**src/rtl/imem_loader.sv**
```systemverilog
// Boot loader for the instruction memory: packs host bytes little-endian into words and
// writes them from address 0 while holding the core in reset. Optional readback: VERIFY_EN.
module imem_loader #(
  parameter int MEM_SIZE  = 128,
  parameter int WORD_SIZE = 32,
  localparam int AW  = $clog2(MEM_SIZE),
  localparam int NW  = $clog2(MEM_SIZE + 1),
  localparam int BPW = WORD_SIZE / 8,
  localparam int BW  = (BPW > 1) ? $clog2(BPW) : 1
) (
  input  logic                 clk,
  input  logic                 rst,
  input  logic                 start,
  input  logic [NW-1:0]        num_words,
  input  logic                 byte_valid,
  input  logic [7:0]           byte_data,
  output logic                 byte_ready,
  input  logic [AW-1:0]        cpu_addr,
  output logic                 mem_wr,
  output logic [AW-1:0]        mem_in_addr,
  output logic [WORD_SIZE-1:0] mem_in_data,
  output logic [AW-1:0]        mem_out_addr,
  input  logic [WORD_SIZE-1:0] mem_out_data,
  output logic                 cpu_hold,
  output logic                 busy,
  output logic                 done,
  output logic                 len_err,
  output logic                 verify_err
);

  typedef enum logic [2:0] {
    IDLE,
    RECV,
    WRITE,
`ifdef VERIFY_EN
    VERIFY,
`endif
    DONE
  } state_t;

  state_t               state;
  logic [AW-1:0]        word_idx;
  logic [BW-1:0]        byte_idx;
  logic [WORD_SIZE-1:0] asm_reg;
  logic [NW-1:0]        cnt;
  logic                 verify_flag;
  logic                 last_word;

  // cnt is never 0 outside IDLE/DONE, so cnt-1 cannot underflow where it is used
  assign last_word = (NW'(word_idx) == cnt - 1'b1);

  always_ff @(posedge clk) begin
    if (!rst) begin
      state       <= IDLE;
      word_idx    <= '0;
      byte_idx    <= '0;
      asm_reg     <= '0;
      cnt         <= '0;
      len_err     <= 1'b0;
      verify_flag <= 1'b0;
    end else begin
      case (state)
        IDLE, DONE: begin
          if (start) begin
            cnt         <= (num_words > NW'(MEM_SIZE)) ? NW'(MEM_SIZE) : num_words;
            len_err     <= (num_words > NW'(MEM_SIZE));
            verify_flag <= 1'b0;
            word_idx    <= '0;
            byte_idx    <= '0;
            state       <= (num_words == '0) ? DONE : RECV;
          end
        end
        RECV: begin
          if (byte_valid) begin
            asm_reg[8*byte_idx +: 8] <= byte_data;
            if (byte_idx == BW'(BPW - 1)) begin
              byte_idx <= '0;
              state    <= WRITE;
            end else begin
              byte_idx <= byte_idx + 1'b1;
            end
          end
        end
        WRITE: begin
`ifdef VERIFY_EN
          state <= VERIFY;
`else
          if (last_word) begin
            state <= DONE;
          end else begin
            word_idx <= word_idx + 1'b1;
            state    <= RECV;
          end
`endif
        end
`ifdef VERIFY_EN
        VERIFY: begin
          if (mem_out_data != asm_reg)
            verify_flag <= 1'b1;
          if (last_word) begin
            state <= DONE;
          end else begin
            word_idx <= word_idx + 1'b1;
            state    <= RECV;
          end
        end
`endif
        default: state <= IDLE;
      endcase
    end
  end

  assign byte_ready  = (state == RECV);
  assign mem_wr      = (state == WRITE);
  assign mem_in_addr = word_idx;
  assign mem_in_data = asm_reg;
  assign done        = (state == DONE);
  assign cpu_hold    = (state != DONE);

`ifdef VERIFY_EN
  assign busy         = (state == RECV) || (state == WRITE) || (state == VERIFY);
  assign mem_out_addr = (state == VERIFY) ? word_idx : cpu_addr;
  assign verify_err   = verify_flag;
`else
  assign busy         = (state == RECV) || (state == WRITE);
  assign mem_out_addr = cpu_addr;
  assign verify_err   = 1'b0;
  wire   unused_verify = ^{verify_flag, mem_out_data};
`endif

endmodule
```
**config.mk**
```make
export PLATFORM = sky130hd
export DESIGN_NAME = imem_loader
export DESIGN_NICKNAME = d
export VERILOG_FILES = /design/src/rtl/imem_loader.sv
export SDC_FILE = /design/constraint.sdc
export NUM_CORES = 1
export LEC_CHECK = 0
export ABC_AREA = 0
export BUFFER_PORTS_ARGS = -buffer_cell sky130_fd_sc_hd__buf_2
export CELL_PAD_IN_SITES_DETAIL_PLACEMENT = 0
export CELL_PAD_IN_SITES_GLOBAL_PLACEMENT = 1
export CORE_MARGIN = 2
export CORE_UTILIZATION = 30
export CTS_BUF_LIST = sky130_fd_sc_hd__clkbuf_16
export CTS_CLUSTER_SIZE = 30
export DETAILED_ROUTE_END_ITERATION = 8
export HOLD_SLACK_MARGIN = 0.03
export PLACE_DENSITY = 0.75
export SLEW_MARGIN = 0
export SYNTH_ARGS = -nofsm -noshare
export SYNTH_HDL_FRONTEND = slang
export SYNTH_SLANG_ARGS = --single-unit
```
**constraint.sdc**
```tcl
create_clock -name clk -period 2.2 [get_ports clk]
set_input_delay 0.33 -clock clk [delete_from_list [all_inputs] [get_ports clk]]
set_output_delay 0.33 -clock clk [all_outputs]
set_load 0.01 [all_outputs]
```
* Word-level counts from Yosys, hierarchy flattened
Index checks and enable logic that the tools add are counted.
Cells by class: $add $sub $neg 4, $lt $le $gt $ge 1, eq/ne operators 10, shift-type cells 2, multiplexer cells 15, reductions and logical operators 11
Operator list (number):
- 5-bit negation with 34-bit output | 1
- 8-bit by 34-bit variable shift with 32-bit output (first input constant) | 1
- 8-bit by 34-bit indexed part select with 32-bit output | 1
- 32-bit bitwise mux | 1
- 7-bit two-way mux | 2
- 7-bit one-hot mux with 2 select lines | 1
- 2-bit two-way mux | 5
- 3-bit two-way mux | 3
- 3-bit one-hot mux with 3 select lines | 1
- 3-bit AND reduction | 3
- 7-bit by 8-bit == test with 1-bit output | 1
- 8-bit > comparator (second input constant) | 1
- 8-bit zero test | 1
- 8-bit two-way mux | 1
- 8-bit by 1-bit subtractor with 8-bit output (second input constant) | 1
- 7-bit by 1-bit adder with 7-bit output (second input constant) | 1
- 3-bit by 2-bit == test with 1-bit output (second input constant) | 2
- 2-bit inequality test (second input constant) | 3
- 2-bit one-hot mux with 2 select lines | 1
- 2-bit AND reduction | 2
- 2-bit nonzero test | 2
- 3-bit by 1-bit == test with 1-bit output (second input constant) | 1
- 3-bit zero test | 1
- 3-bit by 2-bit inequality test with 1-bit output (second input constant) | 1
- 5 further kinds | 5
Storage, ports and cells: register bits after elaboration 53, input bits 59, output and inout bits 53, word-level logic and storage cells 49

* Logic depth before layout (Yosys ltp)
Gate-level depths: netlist (run 1).
depth after elaboration 4, gate-level depth with buffers 9, mapped depth without buffers 8

* Least setup slack after synthesis (run 1)
No wires, ideal clock.
kind flip-flop to flip-flop, start point register cnt[2], end point register word_idx[6] (netlist: mem_in_addr[6]), library setup time 0.070 ns, arrival time 2.212 ns, setup slack -0.082 ns, cell stages (with the launch flop) 8, buffers on the path 1, cells stage by stage dfxtp_1 buf_6 or4_4 or4b_1 nand4b_1 o31ai_2 or4_1 a21oi_1
Between the ends: word-level cells in the longest chain between the ends 4
Ends and longest elaborated chain:
- start: declaration | line 45 | logic [NW-1:0] cnt;
- start signal: assignment | line 65 | cnt <= (num_words > NW'(MEM_SIZE)) ? NW'(MEM_SIZE) : num_words;
- 8-bit by 1-bit subtractor with 8-bit output | line 50 | assign last_word = (NW'(word_idx) == cnt - 1'b1);
- 7-bit by 8-bit == test with 1-bit output | line 50
- 2-bit inequality test (no source line)
- 3-bit AND reduction (no source line)
- end signal: assignment | line 91 | word_idx <= word_idx + 1'b1;
- end: declaration | line 42 | logic [AW-1:0] word_idx;
Every way passes these cells. A chain may end at the register's enable or synchronous reset.

* Final worst setup path (run 1)
start point register cnt[5], end point register word_idx[4] (netlist: mem_in_addr[4])
The elaborated chain is that of the path after synthesis.

==> key figures, run 1 <==
CTS
  – Clk buf depth: 2
  – Skew-Pair Late Insertion Delay: 0.29 ns
  – TritonCTS clock tree: built
  – Worst-path clk slew: 0.07 ns
  – Sink Count: 52
  – H-tree Lvls: 2
  – CTS root buffer: clkbuf_16
  – # hold bufs at CTS: 0
  – CTS buffer count: 5

Routing
  – Remaining DRCs: 0
  – Violation count after the first detailed-routing iteration: 106
  – Via count: 2314
  – Final WL: 6.673 mm
  – Via-per-instance ratio: 4.998
  – Post-route ant nets: 0
  – Wirelength per Cell: 14.41 um
  – Initial DRT Pass Iterations: 5

Timing
  – Max-slew violations: 0
  – Final worst slack: -0.2149 ns
  – Fin Hold WS: 0.3278 ns
  – Min cycle time layout: 2.415 ns
  – Worst Skew: 0.003236 ns
  – # setup viols final: 7
  – Worst slew pin tran: 0.5793 ns
  – Achievable Freq: 414.1 MHz
  – Slew margin rel.: 0.6097
  – Final clock period utilization by the worst path: 1.098
  – Final hold violations: 0
  – Unrepaired setup endpoints after global routing: yes

Final layout
  – Leading cell type in the layout, fill and taps excluded: buf_2
  – Most frequent cells in the layout: buf_2, dfxtp_1, nor2_1, a22oi_1, buf_4
  – Layout fillers: 820
  – Share of cells above drive strength 1: 0.3130
  – Diodes inserted: 0
  – Final Non-Filler Cells: 463
  – Syn-to-layout area delta: 31.81%
  – Nets@finish: 431

Worst setup path
  – Critical path class: flip-flop to flip-flop
  – Worst path arrival time: 2.63 ns
  – Setup crit end kind: flip-flop
  – CP startpoint: cnt[5]
  – Crit path launch type: flip-flop
  – Worst Path Required: 2.42 ns
  – Reg2reg setup slack: -0.21 ns
  – Critical path peak fanout: 5
  – Reg2reg start: cnt[5]

Power
  – Power share of the clock group: 0.274
  – Pwr per Cell Area: 876.2 nW/um2
  – Maximum VDD drop: 0.3525 mV
  – Leakage power: 1.408 nW
  – Logic pwr share: 0.344
  – Total net switching power: 0.9636 mW
  – Switch share: 0.3432
  – Pint: 1.844 mW
  – Sequential share of power: 0.382

Floorplan
  – Die Height: 94.02 um
  – Core Region: 7807 um2
  – Cell Rows: 32
  – Die area: 8840 um2
  – Num ports: 112
  – Initial Util: 0.3114
  – Die Wd: 94.02 um

Synthesis
  – Register area share after synthesis: 0.4282
  – Ys Warns: 0
  – Number of synthesized register bits: 52
  – Async S/R FF share, synth: 0
  – Mean Syn Cell Area: 8.682 um2
  – Syn Nets: 351
  – Post-synthesis cell type count: 38
  – Syn Inst Count: 280
  – Synth Flop Type: dfxtp_1
  – Mapped cell area: 2431 um2
  – Post-synth EDFFs: 0

GRT
  – GRT Total Usage: 0.1505
  – Number of global-route vias before repair: 2141
  – First-pass GRT wire length: 10.47 mm
  – Largest net degree at the start of global routing: 39
  – Antenna violations before repair: 0
  – Gr ovfl total: 0

Hold path
  – Hold Path Class: primary input to flip-flop
  – Hold Path Origin: byte_data[7]

Place
  – Placer congestion estimate: 0.8231
  – Pre-CTS WS: -0.3071 ns
  – PortBufs: 64
  – HPWL Detailed: 4.650 mm
  – Placed insts: 449

Flow run
  – Max_cap viols: 0

Status
  – Status: finished, violations left
  – Failing checks: setup timing
## timing repair
item | in CTS | in global routing
pin swaps | 1 | 2
buffers inserted | 2 | 3
resized for setup | 1 | 10
setup endpoints to repair | 7 | 8
gates cloned | 0 | 1
## area by class of cell
type / count / area, um2 / share of cell area
sequential: 52 / 1044 / 0.3257
multi-input combinational: 197 / 1292 / 0.4034
inverter: 12 / 45.04 / 0.01406
tap: 102 / 127.6 / 0.03983
clock inverter: 3 / 20.02 / 0.006248
timing repair buffer: 92 / 550.5 / 0.1718
clock buffer: 5 / 125.1 / 0.03905
## power groups by stage
stage	clock network, mW	logic, mW	registers [mW]
3_3_place_gp	0	0.790	1.09
4_1_cts	0.793	0.854	1.07
3_5_place_dp	0	0.812	1.09
5_1_grt	0.824	1.07	1.08
6_report	0.768	0.966	1.07
2_1_floorplan	0	0.538	1.11
## logic make-up (layout without fill, tap and decap cells)
logic type / Yosys count / count (layout) / synth area share
simple gates: 104 / 104 / 0.2193
compound gates: 71 / 72 / 0.1925
flops: 52 / 52 / 0.4282
buf+inv: 32 / 112 / 0.06794
fa+ha+maj: 12 / 12 / 0.06176
xor+xnor: 8 / 8 / 0.02882
other cells: 1 / 1 / 0.001543
## cell usage after synthesis, types with 2 or more instances
library cell / instances / area (um2)
or4b_1: 3 / 30.03
a31oi_1: 3 / 18.77
buf_4: 8 / 60.06
buf_6: 2 / 22.52
and3_1: 2 / 12.51
nor4_1: 3 / 18.77
nand2b_1: 2 / 12.51
o21ai_1: 5 / 25.02
nor3b_1: 7 / 52.55
a21oi_1: 16 / 80.08
clkbuf_1: 10 / 37.54
a22oi_1: 33 / 247.7
or4_1: 2 / 15.01
xnor2_1: 3 / 26.28
inv_1: 12 / 45.04
nor3_1: 6 / 30.03
nor2_1: 49 / 183.9
a211oi_1: 2 / 15.01
nand2_1: 8 / 30.03
dfxtp_1: 52 / 1041
nand3_1: 12 / 60.06
xor2_1: 5 / 43.79
ha_1: 12 / 150.1
nor4b_1: 3 / 26.28
o21ai_0: 7 / 35.03
## state kept, by name, summed over array words and instances, names as in the netlist
name	cells
mem_in_data	32
cnt	8
mem_in_addr	7
byte_idx	2
state	2
len_err	1
## final timing paths
| check | depth (start not counted) | end |
|---|---|---|
| max reg2reg | 6 | mem_in_addr[4] |
| min | 3 | mem_in_data[23] |
| max | 6 | mem_in_addr[4] |
| min reg2reg | 2 | len_err |
## metrics by stage
step | power, mW | util | area [um2] | TNS [ns]
2_1_floorplan | 1.643 | - | 2440 | -0.05222
3_3_place_gp | 1.881 | 0.3782 | 2953 | -1.172
3_5_place_dp | 1.905 | 0.3782 | 2953 | -2.044
4_1_cts | 2.719 | 0.3998 | 3122 | -0.9090
5_1_grt | 2.979 | 0.4104 | 3204 | -1.867
6_report | 2.808 | 0.4104 | 3204 | -1.294
## worst max-delay path, cell delays in order (launching register included)
cell and delay [ns]:
dfxtp_2 0.32, or4_4 0.54, or4b_1 0.52, nand4b_1 0.21, o31ai_4 0.11, or4b_1 0.51
a21oi_1 0.13
## layer usage
layer,GRT usage,vias up,share of wire,routed length [um]
met5,0,-,0,0
met4,0.04952,0,0.011,74
met3,0.04013,6,0.061,409
met2,0.2512,61,0.47,3131
met1,0.1880,1091,0.46,3058
li1,-,1156,-,-
Note: power is estimated with default switching activity, not from simulation.
==> run 2: changes to the inputs <==
--- a/config.mk
+++ b/config.mk
@@ -10,12 +10,12 @@
 export CELL_PAD_IN_SITES_DETAIL_PLACEMENT = 0
 export CELL_PAD_IN_SITES_GLOBAL_PLACEMENT = 1
 export CORE_MARGIN = 2
-export CORE_UTILIZATION = 30
+export CORE_UTILIZATION = 33
 export CTS_BUF_LIST = sky130_fd_sc_hd__clkbuf_16
 export CTS_CLUSTER_SIZE = 30
 export DETAILED_ROUTE_END_ITERATION = 8
 export HOLD_SLACK_MARGIN = 0.03
-export PLACE_DENSITY = 0.75
+export PLACE_DENSITY_LB_ADDON = 0.15
 export SLEW_MARGIN = 0
 export SYNTH_ARGS = -nofsm -noshare
 export SYNTH_HDL_FRONTEND = slang
==> constraint.sdc (replaced) <==
create_clock -name clk -period 2.27 [get_ports clk]
set_input_delay 0.3405 -clock clk [delete_from_list [all_inputs] [get_ports clk]]
set_output_delay 0.3405 -clock clk [all_outputs]
set_load 0.01 [all_outputs]
==> run 2 against run 1 <==
The run still ends with setup timing left. Fmax increased by 0.37%. Worst hold slack improved by 0.013 ns. First-iteration DRC count decreased by 34%. Via count decreased by 2.8%. Power decreased by 2.1%. Clock-buffer cell count unchanged. Global-route usage increased by 1.3 points. Combinational power decreased by 5.7%. Die area decreased by 8.7%. Largest power group unchanged.
==> key figures, run 2 (same netlist as run 1, synthesis figures left out) <==
Status
  – Status: finished, violations left
  – Failing checks: setup timing

Floorplan
  – Core Region: 7176 um2
  – Initial Util: 0.3388
  – Num ports: 112
  – Cell Rows: 31
  – Die area: 8069 um2
  – Die Height: 89.83 um
  – Die Wd: 89.83 um

CTS
  – # hold bufs at CTS: 0
  – Worst-path clk slew: 0.08 ns
  – Skew-Pair Late Insertion Delay: 0.29 ns
  – CTS root buffer: clkbuf_16
  – Clk buf depth: 2
  – H-tree Lvls: 2
  – CTS buffer count: 5
  – TritonCTS clock tree: built
  – Sink Count: 52

Power
  – Sequential share of power: 0.379
  – Power share of the clock group: 0.290
  – Maximum VDD drop: 0.4340 mV
  – Total net switching power: 0.9268 mW
  – Leakage power: 1.403 nW
  – Logic pwr share: 0.332
  – Switch share: 0.3372
  – Pwr per Cell Area: 869.0 nW/um2
  – Pint: 1.822 mW

Timing
  – Worst Skew: 0.006693 ns
  – Final hold violations: 0
  – Unrepaired setup endpoints after global routing: yes
  – Final clock period utilization by the worst path: 1.060
  – Final worst slack: -0.1360 ns
  – Max-slew violations: 0
  – # setup viols final: 7
  – Total negative slack: -0.6446 ns
  – Achievable Freq: 415.6 MHz
  – Min cycle time layout: 2.406 ns

Place
  – Placed insts: 445
  – HPWL Detailed: 4.591 mm
  – Pre-CTS WS: -0.1114 ns
  – Post-DP Area: 2933 um2
  – Placer congestion estimate: 0.7669
  – PortBufs: 64

Final layout
  – Share of cells above drive strength 1: 0.3028
  – Final Non-Filler Cells: 459
  – Leading cell type in the layout, fill and taps excluded: buf_2
  – Most frequent cells in the layout: buf_2, dfxtp_1, nor2_1, a22oi_1, buf_4
  – Syn-to-layout area delta: 30.11%
  – Final Instance Area: 3163 um2
  – Nets@finish: 430
  – Largest register FFs: 32
  – Post-layout util: 0.4408
  – Diodes inserted: 0

Hold path
  – Hold Path Class: primary input to flip-flop
  – Hold Path Origin: byte_data[5]

GRT
  – First-pass GRT wire length: 10.73 mm
  – Largest net degree at the start of global routing: 40
  – Number of global-route vias before repair: 2059
  – Antenna violations before repair: 0
  – Gr ovfl total: 0
  – GRT Total Usage: 0.1631

Routing
  – Via-per-instance ratio: 4.900
  – Wirelength per Cell: 14.45 um
  – Violation count after the first detailed-routing iteration: 70
  – Via count: 2249
  – Remaining DRCs: 0
  – Initial DRT Pass Iterations: 4
  – Final WL: 6.631 mm
  – Post-route ant nets: 0

Worst setup path
  – Critical path class: flip-flop to flip-flop
  – Worst Path Required: 2.49 ns
  – CP startpoint: cnt[2]
  – Crit path launch type: flip-flop
  – Setup crit end kind: flip-flop
  – Critical path peak fanout: 6
  – Worst path arrival time: 2.63 ns
  – Reg2reg start: cnt[2]

Flow run
  – Max_cap viols: 0
==> run 2: what timing repair did <==
action,4_1_cts,5_1_grt
resized for setup,0,11
endpoints found under the setup margin,5,7
pin swaps,0,2
gates cloned,0,1
setup buffers,3,2
==> run 2: area by class of cell <==
class	instances	area, um2
Clock buffer	5	125.1
Clock inverter	3	28.78
Fill cell	720	4013
Inverter	12	45.04
Multi-Input combinational cell	196	1244
Sequential cell	52	1042
Tap cell	99	123.9
Timing Repair Buffer	92	554.3
==> run 2: power by group through the flow <==
| stage | Clock, mW | Combinational [mW] | Sequential [mW] |
|---|---|---|---|
| after floorplan | 0 | 0.517 | 1.07 |
| after global placement | 0 | 0.783 | 1.06 |
| after detailed placement | 0 | 0.786 | 1.06 |
| after CTS | 0.826 | 0.833 | 1.04 |
| after global routing | 0.864 | 1.03 | 1.05 |
| final | 0.796 | 0.911 | 1.04 |
==> run 2: critical path, cell delays in order, from the launching register on <==
cell and delay (ns):
dfxtp_2 0.32, or4_4 0.53, or4b_4 0.48, nand4b_1 0.15
o31ai_2 0.08, buf_4 0.17, or4_4 0.48, a21oi_2 0.13
==> run 2: layer usage <==
layer / wire length, um / part of all wire / GRT usage / vias up
li1: - / - / - / 1153
met1: 3340 / 0.50 / 0.2463 / 1043
met2: 2914 / 0.44 / 0.2348 / 51
met3: 351 / 0.053 / 0.04275 / 2
met4: 24 / 0.0036 / 0.03077 / 0
met5: 0 / 0 / 0 / -
==> run 2: path summary, 6_finish.rpt <==
| kind | to | slack (ns) | depth (start not counted) |
|---|---|---|---|
| max | mem_in_addr[6] | -0.14 | 7 |
| min | mem_in_data[21] | 0.34 | 3 |
| max reg2reg | mem_in_addr[6] | -0.14 | 7 |
| min reg2reg | len_err | 0.47 | 2 |
==> run 2: stage by stage <==
stage / power [mW] / hold slack [ns]
4_1_cts: 2.699 / 0.3339
2_1_floorplan: 1.587 / 0.4444
3_5_place_dp: 1.847 / 0.4574
5_1_grt: 2.943 / 0.3399
3_3_place_gp: 1.842 / 0.4422
6_report: 2.749 / 0.3406
